File: src/rtl/alu_logic_stage.sv
// alu_logic_stage: registered AND/OR/XOR/NOT execute stage feeding a 2-entry skid buffer.
// Optional macro ALU_LOGIC_STAGE_PARITY_EN stores and drives even parity P of each result.
module alu_logic_stage #(
  parameter int WIDTH = 32
) (
  input  logic             clk,
  input  logic             rst,
  input  logic             flush,
  input  logic             in_valid,
  output logic             in_ready,
  input  logic [1:0]       op,
  input  logic [WIDTH-1:0] A,
  input  logic [WIDTH-1:0] B,
  output logic             out_valid,
  input  logic             out_ready,
  output logic [WIDTH-1:0] Y,
  output logic             Z,
  output logic             N,
  output logic [1:0]       op_out,
  output logic             P
);

  localparam logic [1:0] OP_AND = 2'b00;
  localparam logic [1:0] OP_OR  = 2'b01;
  localparam logic [1:0] OP_XOR = 2'b10;
  localparam logic [1:0] OP_NOT = 2'b11;

  function automatic logic [WIDTH-1:0] logic_result(input logic [1:0] f_op,
                                                    input logic [WIDTH-1:0] a,
                                                    input logic [WIDTH-1:0] b);
    logic [WIDTH-1:0] r;
    case (f_op)
      OP_AND:  r = a & b;
      OP_OR:   r = a | b;
      OP_XOR:  r = a ^ b;
      OP_NOT:  r = ~a;
      default: r = {WIDTH{1'b0}};
    endcase
    return r;
  endfunction

  logic [1:0]       count_r;
  logic [1:0]       count_nxt_s;
  logic             in_ready_r;
  logic             out_valid_r;
  logic [WIDTH-1:0] main_y_r;
  logic             main_z_r;
  logic             main_n_r;
  logic [1:0]       main_op_r;
  logic [WIDTH-1:0] skid_y_r;
  logic             skid_z_r;
  logic             skid_n_r;
  logic [1:0]       skid_op_r;

  logic             push_s;
  logic             pop_s;
  logic [WIDTH-1:0] new_y_s;
  logic             new_z_s;
  logic             new_n_s;
  logic             load_main_new_s;
  logic             load_main_skid_s;
  logic             load_skid_s;

  assign push_s  = in_valid & in_ready_r;
  assign pop_s   = out_valid_r & out_ready;
  assign new_y_s = logic_result(op, A, B);
  assign new_z_s = (new_y_s == {WIDTH{1'b0}});
  assign new_n_s = new_y_s[WIDTH-1];

  // Next occupancy and which register loads what; flush overrides any push/pop.
  always_comb begin
    count_nxt_s      = count_r;
    load_main_new_s  = 1'b0;
    load_main_skid_s = 1'b0;
    load_skid_s      = 1'b0;
    if (flush) begin
      count_nxt_s = 2'd0;
    end else begin
      case (count_r)
        2'd0: begin
          if (push_s) begin
            load_main_new_s = 1'b1;
            count_nxt_s     = 2'd1;
          end else begin
            count_nxt_s = 2'd0;
          end
        end
        2'd1: begin
          if (push_s && !pop_s) begin
            load_skid_s = 1'b1;
            count_nxt_s = 2'd2;
          end else if (push_s && pop_s) begin
            load_main_new_s = 1'b1;
            count_nxt_s     = 2'd1;
          end else if (pop_s) begin
            count_nxt_s = 2'd0;
          end else begin
            count_nxt_s = 2'd1;
          end
        end
        2'd2: begin
          if (pop_s) begin
            load_main_skid_s = 1'b1;
            count_nxt_s      = 2'd1;
          end else begin
            count_nxt_s = 2'd2;
          end
        end
        default: count_nxt_s = 2'd0;
      endcase
    end
  end

  // Occupancy, handshake flags and the main/skid result registers.
  always_ff @(posedge clk or posedge rst) begin
    if (rst) begin
      count_r     <= 2'd0;
      in_ready_r  <= 1'b1;
      out_valid_r <= 1'b0;
      main_y_r    <= {WIDTH{1'b0}};
      main_z_r    <= 1'b0;
      main_n_r    <= 1'b0;
      main_op_r   <= 2'b00;
      skid_y_r    <= {WIDTH{1'b0}};
      skid_z_r    <= 1'b0;
      skid_n_r    <= 1'b0;
      skid_op_r   <= 2'b00;
    end else begin
      count_r     <= count_nxt_s;
      in_ready_r  <= (count_nxt_s != 2'd2);
      out_valid_r <= (count_nxt_s != 2'd0);
      if (load_main_new_s) begin
        main_y_r  <= new_y_s;
        main_z_r  <= new_z_s;
        main_n_r  <= new_n_s;
        main_op_r <= op;
      end else if (load_main_skid_s) begin
        main_y_r  <= skid_y_r;
        main_z_r  <= skid_z_r;
        main_n_r  <= skid_n_r;
        main_op_r <= skid_op_r;
      end
      if (load_skid_s) begin
        skid_y_r  <= new_y_s;
        skid_z_r  <= new_z_s;
        skid_n_r  <= new_n_s;
        skid_op_r <= op;
      end
    end
  end

`ifdef ALU_LOGIC_STAGE_PARITY_EN
  function automatic logic even_parity(input logic [WIDTH-1:0] v);
    return ^v;
  endfunction

  logic main_p_r;
  logic skid_p_r;
  logic new_p_s;

  assign new_p_s = even_parity(new_y_s);

  // Parity travels with its result through main and skid entries.
  always_ff @(posedge clk or posedge rst) begin
    if (rst) begin
      main_p_r <= 1'b0;
      skid_p_r <= 1'b0;
    end else begin
      if (load_main_new_s) begin
        main_p_r <= new_p_s;
      end else if (load_main_skid_s) begin
        main_p_r <= skid_p_r;
      end
      if (load_skid_s) begin
        skid_p_r <= new_p_s;
      end
    end
  end

  assign P = main_p_r;
`else
  assign P = 1'b0;
`endif

  assign in_ready  = in_ready_r;
  assign out_valid = out_valid_r;
  assign Y         = main_y_r;
  assign Z         = main_z_r;
  assign N         = main_n_r;
  assign op_out    = main_op_r;

endmodule

File: config.mk
export PLATFORM = sky130hd
export DESIGN_NAME = alu_logic_stage
export DESIGN_NICKNAME = d
export VERILOG_FILES = /design/src/rtl/alu_logic_stage.sv
export SDC_FILE = /design/constraint.sdc
export NUM_CORES = 1
export LEC_CHECK = 0
export BUFFER_PORTS_ARGS = -buffer_cell sky130_fd_sc_hd__buf_2
export CAP_MARGIN = 30
export CORE_ASPECT_RATIO = 0.75
export CORE_MARGIN = 3
export CORE_UTILIZATION = 45
export DETAILED_ROUTE_END_ITERATION = 7
export GPL_TIMING_DRIVEN = 1
export PLACE_DENSITY_LB_ADDON = 0.25
export SLEW_MARGIN = 30
export SYNTH_ARGS = -nofsm -noshare
export SYNTH_HDL_FRONTEND = slang
export SYNTH_SLANG_ARGS = --single-unit
File: constraint.sdc
create_clock -name clk -period 3.1 [get_ports clk]
set_input_delay 0.62 -clock clk [delete_from_list [all_inputs] [get_ports clk]]
set_output_delay 0.62 -clock clk [all_outputs]
set_load 0.02 [all_outputs]
==> results of run 1 <==
## routing by layer
layer	share of wire	vias to the layer above	global-route usage	wire, um
met5	0	-	0	0
met4	0.0062	0	0.0291	72
met3	0.055	8	0.0476	642
met2	0.44	106	0.297	5160
met1	0.50	1901	0.266	5830
li1	-	2054	-	-
## cells by family after synthesis
family | Yosys count
simple gates | 124
buf+inv | 163
other cells | 1
fa+ha+maj | 66
compound gates | 109
mux | 34
flops | 74
## layout by cell type, fill, tap and decap left out, types with 2 or more instances in the layout
| master | Yosys | layout |
|---|---|---|
| mux4_1 | 22 | 22 |
| nand2b_1 | 2 | 2 |
| o21ai_0 | 66 | 66 |
| nand2_1 | 91 | 91 |
| and2_1 | 2 | 2 |
| clkinv_2 | 0 | 2 |
| buf_12 | 2 | 2 |
| dfrtp_1 | 73 | 73 |
| a21oi_1 | 16 | 16 |
| ha_1 | 66 | 66 |
| o21ai_1 | 20 | 20 |
| nor2_1 | 14 | 14 |
| buf_4 | 3 | 9 |
| clkbuf_8 | 2 | 3 |
| clkbuf_1 | 15 | 2 |
| inv_1 | 132 | 131 |
| o22ai_1 | 2 | 2 |
| clkbuf_16 | 0 | 9 |
| buf_2 | 4 | 108 |
| mux2_2 | 2 | 2 |
| nand4_1 | 8 | 8 |
| mux4_2 | 10 | 10 |
## worst max-delay path by stage
stage | start | to | slack, ns
finish | in_ready | skid_y_r[13] | 0.92
global route | in_ready | skid_y_r[20] | 0.73
CTS | in_ready | skid_y_r[19] | 0.93
detailed placement | out_ready | skid_y_r[19] | 0.72
global placement | out_ready | skid_y_r[13] | 0.78
floorplan | rst | Y[0] | 0.60
## flip-flops by register name, summed over array words and instances, names as in the netlist
register,cells
out_valid,1
in_ready,1
skid_y_r,32
count_r,2
Z,1
skid_z_r,1
Y,32
skid_op_r,2
op_out,2
## area by class of cell
cell class | count | share of cell area
Timing Repair Buffer | 119 | 0.104
Clock buffer | 14 | 0.0440
Tap cell | 157 | 0.0316
Sequential cell | 74 | 0.298
Clock inverter | 2 | 0.00161
Inverter | 132 | 0.0796
Multi-Input combinational cell | 334 | 0.441
## metrics by stage
step                      cell area [um2]  utilization  cells
final                                6220        0.554    832
after global routing                 6220        0.554    832
after CTS                            6220        0.554    832
after detailed placement             5940        0.529    816
after global placement               5940        0.529    816
after floorplan                      5310            -    571
## worst min-delay path, cell delays in order
cell    delay, ns
buf_2        0.10
inv_2        0.06
buf_12       0.30
## power groups by stage
stage	Sequential (uW)	Combinational (uW)	Clock, uW
after CTS	1560	1300	998
after global routing	1600	1440	1030
after floorplan	1760	631	0
final	1560	1280	971
after detailed placement	1570	1290	0
after global placement	1560	1250	0
==> results.md, run 1 <==
- Ranking of synthesized cells by area: dfrtp_1 (34%), ha_1 (16%), mux4_1 (11%), inv_1 (9.3%), nand2_1 (6.4%)
- Setup ws final: 0.917 ns
- Largest net degree at the start of global routing: 75
- CP Buf/Inv Count: 1
- Htree depth: 3
- Die W: 131 um
- Crit path DAT: 2.37 ns
- Post-layout min period: 2.18 ns
- Max Freq: 458 MHz
- Avg Cell Area, Syn: 9.30 um2
- Post-synth EDFFs: 0
- CP endpoint kind: register
- GRT Overall Usage: 0.187
- Core Rows: 33
- PD cells: 612 mW/mm2
- Area fraction of the dominant cell type after synthesis: 0.344
- Area of the multi-input gates: 0.00275 mm2
- DR vias: 4069
- Global-route wire length before repair: 20.0 mm
- # Max-Cap Violations: 0
- Flop2flop setup slack: 0.92 ns
- DIE HEIGHT: 100 um
- CP Max Fanout: 56
- Commonest cells post-synth: inv_1 (132), nand2_1 (91), dfrtp_1 (73), ha_1 (66), o21ai_0 (66)
- Number of top-level pins: 110
- Syn_nets: 708
- Hold Vio Cnt, Final: 0
- Post-Route WL: 11.7 mm
- Fill count: 1045
- Setup TNS: 0 ns
- Crit Path Class: register to register
- Tcrit/Tclk final: 0.704
- Seq/Total Area, Yosys: 0.349
- Warnings from Yosys: 0
- Total power: 3810 uW
- Lkg Pwr: 0.00342 uW
- CTS Buf Count: 9
- IO Port Bufs: 108
- Cts hold-fix bufs: 0
- Sw Pwr: 1360 uW
- Pre-CTS setup slack: 0.720 ns
- Clock power frac: 0.255
- Clock Tree Buf Depth: 2
- Hold WS: 0.357 ns
- Worst Reg2Reg Path Length in Cells: 6
- Reg power frac: 0.409
- Clock sinks: 74
- Diodes inserted: 0
- Clock Latency Late Sink: 0.33 ns
- Required @ worst endpoint: 3.29 ns
- Most instantiated library cell after synthesis: inv_1
- Wire length per cell: 14.1 um
- Async set-reset flop share out of synthesis: 1.00
- Largest family of logic cells by synthesized area: adder cells
- CP delay by family, top: simple AND/OR/NAND/NOR gates
- Clock transition at path regs: 0.05 ns
- Max-slew violation count: 0
- Least-Margin Pin Slew: 0.551 ns
- Adder-cell share of the synthesized area: 0.156
- Yosys cell types: 35
- Mapped Cells: 571
- Crit path launch type: register
- Peak VDD IR: 0.000294 V
- Nets: 807
- Logic depth of the worst path, buffers included: 6
- Layout cell share with drive strength beyond 1: 0.222
- Largest area contributor in the netlist: dfrtp_1
- Post-synthesis simple-gate area fraction: 0.0992
- RR Endpoint: skid_y_r[13]
- Synthesis-to-layout area growth: 17.2%
- Final setup violation count: 0
- Vias/cell: 4.89
- Internal: 2440 uW
- Clock skew: 0.00394 ns
- GRT overflow: 0
- Type of the worst min-delay path: input port to async pin
- Status: finished clean
- Post-synthesis mux area share: 0.156
- Mapped Area: 0.00531 mm2
- CP max stage delay: 0.54 ns
- Gp weighted congestion: 0.773
- Post-CTS setup buffer count: 0
- CTS resizes: 0
- Initial Util: 0.473
- CTS tree: built
- Synth Area in Compound Gates: 0.106
- Worst path cell trace: and2_1 > ha_1 > nand4b_1 > buf_4 > nand2_1 > o21ai_0
- Vias in the first global route: 4094
- XOR/XNOR Fraction of Synth Area: 0
- FF-to-FF Start: in_ready
- ANT nets after route: 0
- Initial antenna violation count: 0
- Register area: 0.00185 mm2
- Root Driver: clkbuf_16
- DR iter-0 viols: 255
- Drt pass-1 iters: 4
- Relative slew margins: 0.631
- # DRC: 0
- FF+latch count, synth: 74
- Switching power share of the total: 0.358
- Setup repair after global routing missed its margin: no
- Die Area: 0.0132 mm2
- Core Region: 0.0112 mm2
- CP max stage cell: dfstp_2
- Final HPWL DP: 9.13 mm
- Comb pwr share: 0.335
- Top FF cell, synth: dfrtp_1
Power figures use the tool's default switching activity.
==> run 2, diff against run 1 <==
- ABC_AREA: default -> 1
- clock period: 3.1 -> 2.2 ns (I/O delays scaled with it)
==> run 2 against run 1 <==
  * Worst hold slack lost 0.17 ns
  * Clock power is 59% higher
  * Sequential power is 39% higher
  * Sequential cell count unchanged
  * Critical endpoint is now Y[12]
  * Largest power group unchanged
==> results.md, run 2 <==
- Required @ worst endpoint: 2.43 ns (-0.86 ns)
- DIE HEIGHT: 101 um (+0.73%)
- # DRC: 0 (unchanged)
- Clock Latency Late Sink: 0.34 ns (about the same)
- Root Driver: clkbuf_16
- Htree depth: 3 (unchanged)
- Avg Cell Area, Syn: 7.14 um2 (-23%)
- PD cells: 851 mW/mm2 (+39%)
- CP max stage cell: dfstp_2
- Crit path launch type: register
- Commonest non-fill, non-tap cell in the layout: nand2_1
- Peak VDD IR: 0.000511 V (+74%)
- Number of top-level pins: 110 (unchanged)
- Core Region: 0.0113 mm2 (+0.74%)
- Area fraction of the dominant cell type after synthesis: 0.339 (-0.00527)
- Commonest cells post-synth: nand2_1 (146), inv_1 (120), o21ai_0 (86), nand3_1 (76), dfrtp_1 (73)
- Least-Margin Pin Slew: 0.637 ns (+0.0861 ns)
- Post-CTS setup buffer count: 0 (unchanged)
- Mapped Cells: 755 (+32%)
- Mapped Area: 0.00539 mm2 (+1.6%)
- Total power: 5530 uW (+45%)
- Synthesis-to-layout area growth: 20.6%
- DR vias: 5220 (+28%)
- Core Rows: 33 (unchanged)
- Vias in the first global route: 5123 (+25%)
- Relative slew margins: 0.574 (-0.0563)
- Drt pass-1 iters: 4 (unchanged)
- Max Freq: 482 MHz (+5.3%)
- Wire length per cell: 14.8 um (+5.0%)
- Nets: 997 (+24%)
- Die Area: 0.0133 mm2 (+1.5%)
- Seq/Total Area, Yosys: 0.344 (-0.00535)
- Layout cell share with drive strength beyond 1: 0.190 (-0.0326)
- Most instantiated library cell after synthesis: nand2_1
- Initial antenna violation count: 0 (unchanged)
- Largest area contributor in the netlist: dfrtp_1
- Async set-reset flop share out of synthesis: 1.00 (unchanged)
- Crit path DAT: 2.30 ns (-0.07 ns)
- Ranking of synthesized cells by area: dfrtp_1 (34%), ha_1 (15%), nand2_1 (10%), inv_1 (8.4%), o21ai_0 (8.0%)
- Global-route wire length before repair: 25.0 mm (+25%)
- Hold Vio Cnt, Final: 0 (unchanged)
- Max-slew violation count: 0 (unchanged)
- Final setup violation count: 0 (unchanged)
- GRT overflow: 0 (unchanged)
- CP endpoint kind: register
- Lkg Pwr: 0.00359 uW (+5.1%)
- # Max-Cap Violations: 0 (unchanged)
- Status: finished clean
- Setup TNS: 0 ns (unchanged)
- Top FF cell, synth: dfrtp_1
- CTS tree: built
- Die W: 132 um (+0.74%)
- Commonest cells after routing, fill and taps aside: nand2_1 (146), inv_1 (119), buf_2 (108)
- Vias/cell: 5.11 (+4.4%)
- Worst path cell trace: nand2_1 > inv_1 > ha_1 > inv_1 > o21ai_1 > buf_4 > o21ai_2 > buf_4 > a21oi_1 > o21ai_0 > o21a_1
- Tcrit/Tclk final: 0.942 (+0.238)
- Setup repair after global routing missed its margin: no
- Post-layout min period: 2.07 ns (-0.110 ns)
- CTS Buf Count: 9 (unchanged)
- Initial Util: 0.477 (+0.00385)
- Post-Route WL: 15.1 mm (+29%)
- CP max stage delay: 0.52 ns (-0.02 ns)
- Post-Route Utilization: 0.575 (+0.0207)
- Clock skew: 0.00434 ns (+0.000403 ns)
- Cts hold-fix bufs: 0 (unchanged)
- Diodes inserted: 0 (unchanged)
- CP Max Fanout: 25 (-55%)
- Post-synth EDFFs: 0 (unchanged)
- DR iter-0 viols: 357 (+40%)
- Yosys cell types: 26 (-26%)
- Clock sinks: 74 (unchanged)
- GRT Overall Usage: 0.235 (+0.0485)
- Clock Tree Buf Depth: 2 (unchanged)
- Final HPWL DP: 11.6 mm (+27%)
- Gp weighted congestion: 0.984 (+27%)
- Syn_nets: 892 (+26%)
- Type of the worst min-delay path: input port to async pin
- Clock transition at path regs: 0.06 ns (about the same)
- Warnings from Yosys: 0 (unchanged)
- Crit Path Class: register to register
- ANT nets after route: 0 (unchanged)
- FF+latch count, synth: 74 (unchanged)
- IO Port Bufs: 108 (unchanged)
- Largest net degree at the start of global routing: 61 (-19%)
## run 2: changes by cell type in the layout (fill, tap and decap cells not counted), moves of 12 or more
cell and change:
nand3_1 +75, nand2_1 +55, nor2_1 +55, mux4_1 -22, o21ai_0 +18, buf_4 +15, nor3_1 +15, o21ai_1 -14
inv_1 -12
## run 2: final timing paths
kind / startpoint / to / slack, ns / depth (start not counted)
setup reg to reg: in_ready / Y[12] / 0.13 / 11
min in group clk: skid_y_r[10] / skid_y_r[10] / 0.48 / 2
hold / removal: rst / Y[12] / 0.18 / 2
max in group asynchronous: rst / skid_y_r[29] / 1.38 / 3
setup / recovery: in_ready / Y[12] / 0.13 / 11
hold reg to reg: skid_y_r[10] / skid_y_r[10] / 0.48 / 2
## run 2: metal layers
layer,GRT usage,vias to the layer above,share of wire
met2,0.388,193,0.47
met4,0.0655,0,0.019
met3,0.0624,23,0.069
met5,0,-,0
li1,-,2581,-
met1,0.307,2423,0.44
## run 2: cell type report
cell class | count | area, um2
clock buffers | 15 | 288
clock inverters | 1 | 30.0
fillers | 1103 | 4810
inverters | 124 | 469
multi-input cells | 515 | 2880
flip-flops and latches | 74 | 1850
well taps | 157 | 196
repair buffers | 136 | 783
## run 2: what timing repair did
| item | in CTS | in global routing |
|---|---|---|
| pin swaps | 0 | 0 |
| resized for setup | 2 | 4 |
| endpoints found under the setup margin | 2 | 13 |
## run 2: cells by family (layout without fill, tap and decap cells)
kind of cell,after synthesis,in the layout,synth area share
DFF,74,74,0.344
buffers and inverters,166,276,0.124
other,1,1,0.000696
AOI/OAI and AO/OA,122,122,0.119
adders and majority gates,66,66,0.153
and+or+nand+nor,326,326,0.259
## run 2: worst max-delay path, delay by kind of cell, from the launching register on
family | cells | cell delay, ns
simple gates | 1 | 0.04
buf+inv | 4 | 0.53
compound gates | 5 | 0.71
fa+ha+maj | 1 | 0.17
flops | 1 | 0.52
## run 2: through the flow
step,area [um2],hold slack [ns],std cells,setup slack (ns)
6_report,6500,0.184,1022,0.127
4_1_cts,6490,0.195,1022,0.0215
2_1_floorplan,5400,0.448,755,0.238
3_5_place_dp,6170,0.470,1006,-0.0801
3_3_place_gp,6170,0.462,1006,0.00277
5_1_grt,6500,0.212,1022,0.0103
## run 2: report_power, final
| group | leakage [uW] | internal [uW] | total [uW] | switching (uW) |
|---|---|---|---|---|
| Sequential | 0.000934 | 1880 | 2170 | 293 |
| Clock | 0.000156 | 1000 | 1540 | 539 |
| Combinational | 0.00250 | 670 | 1820 | 1150 |
| Total | 0.00359 | 3550 | 5530 | 1990 |
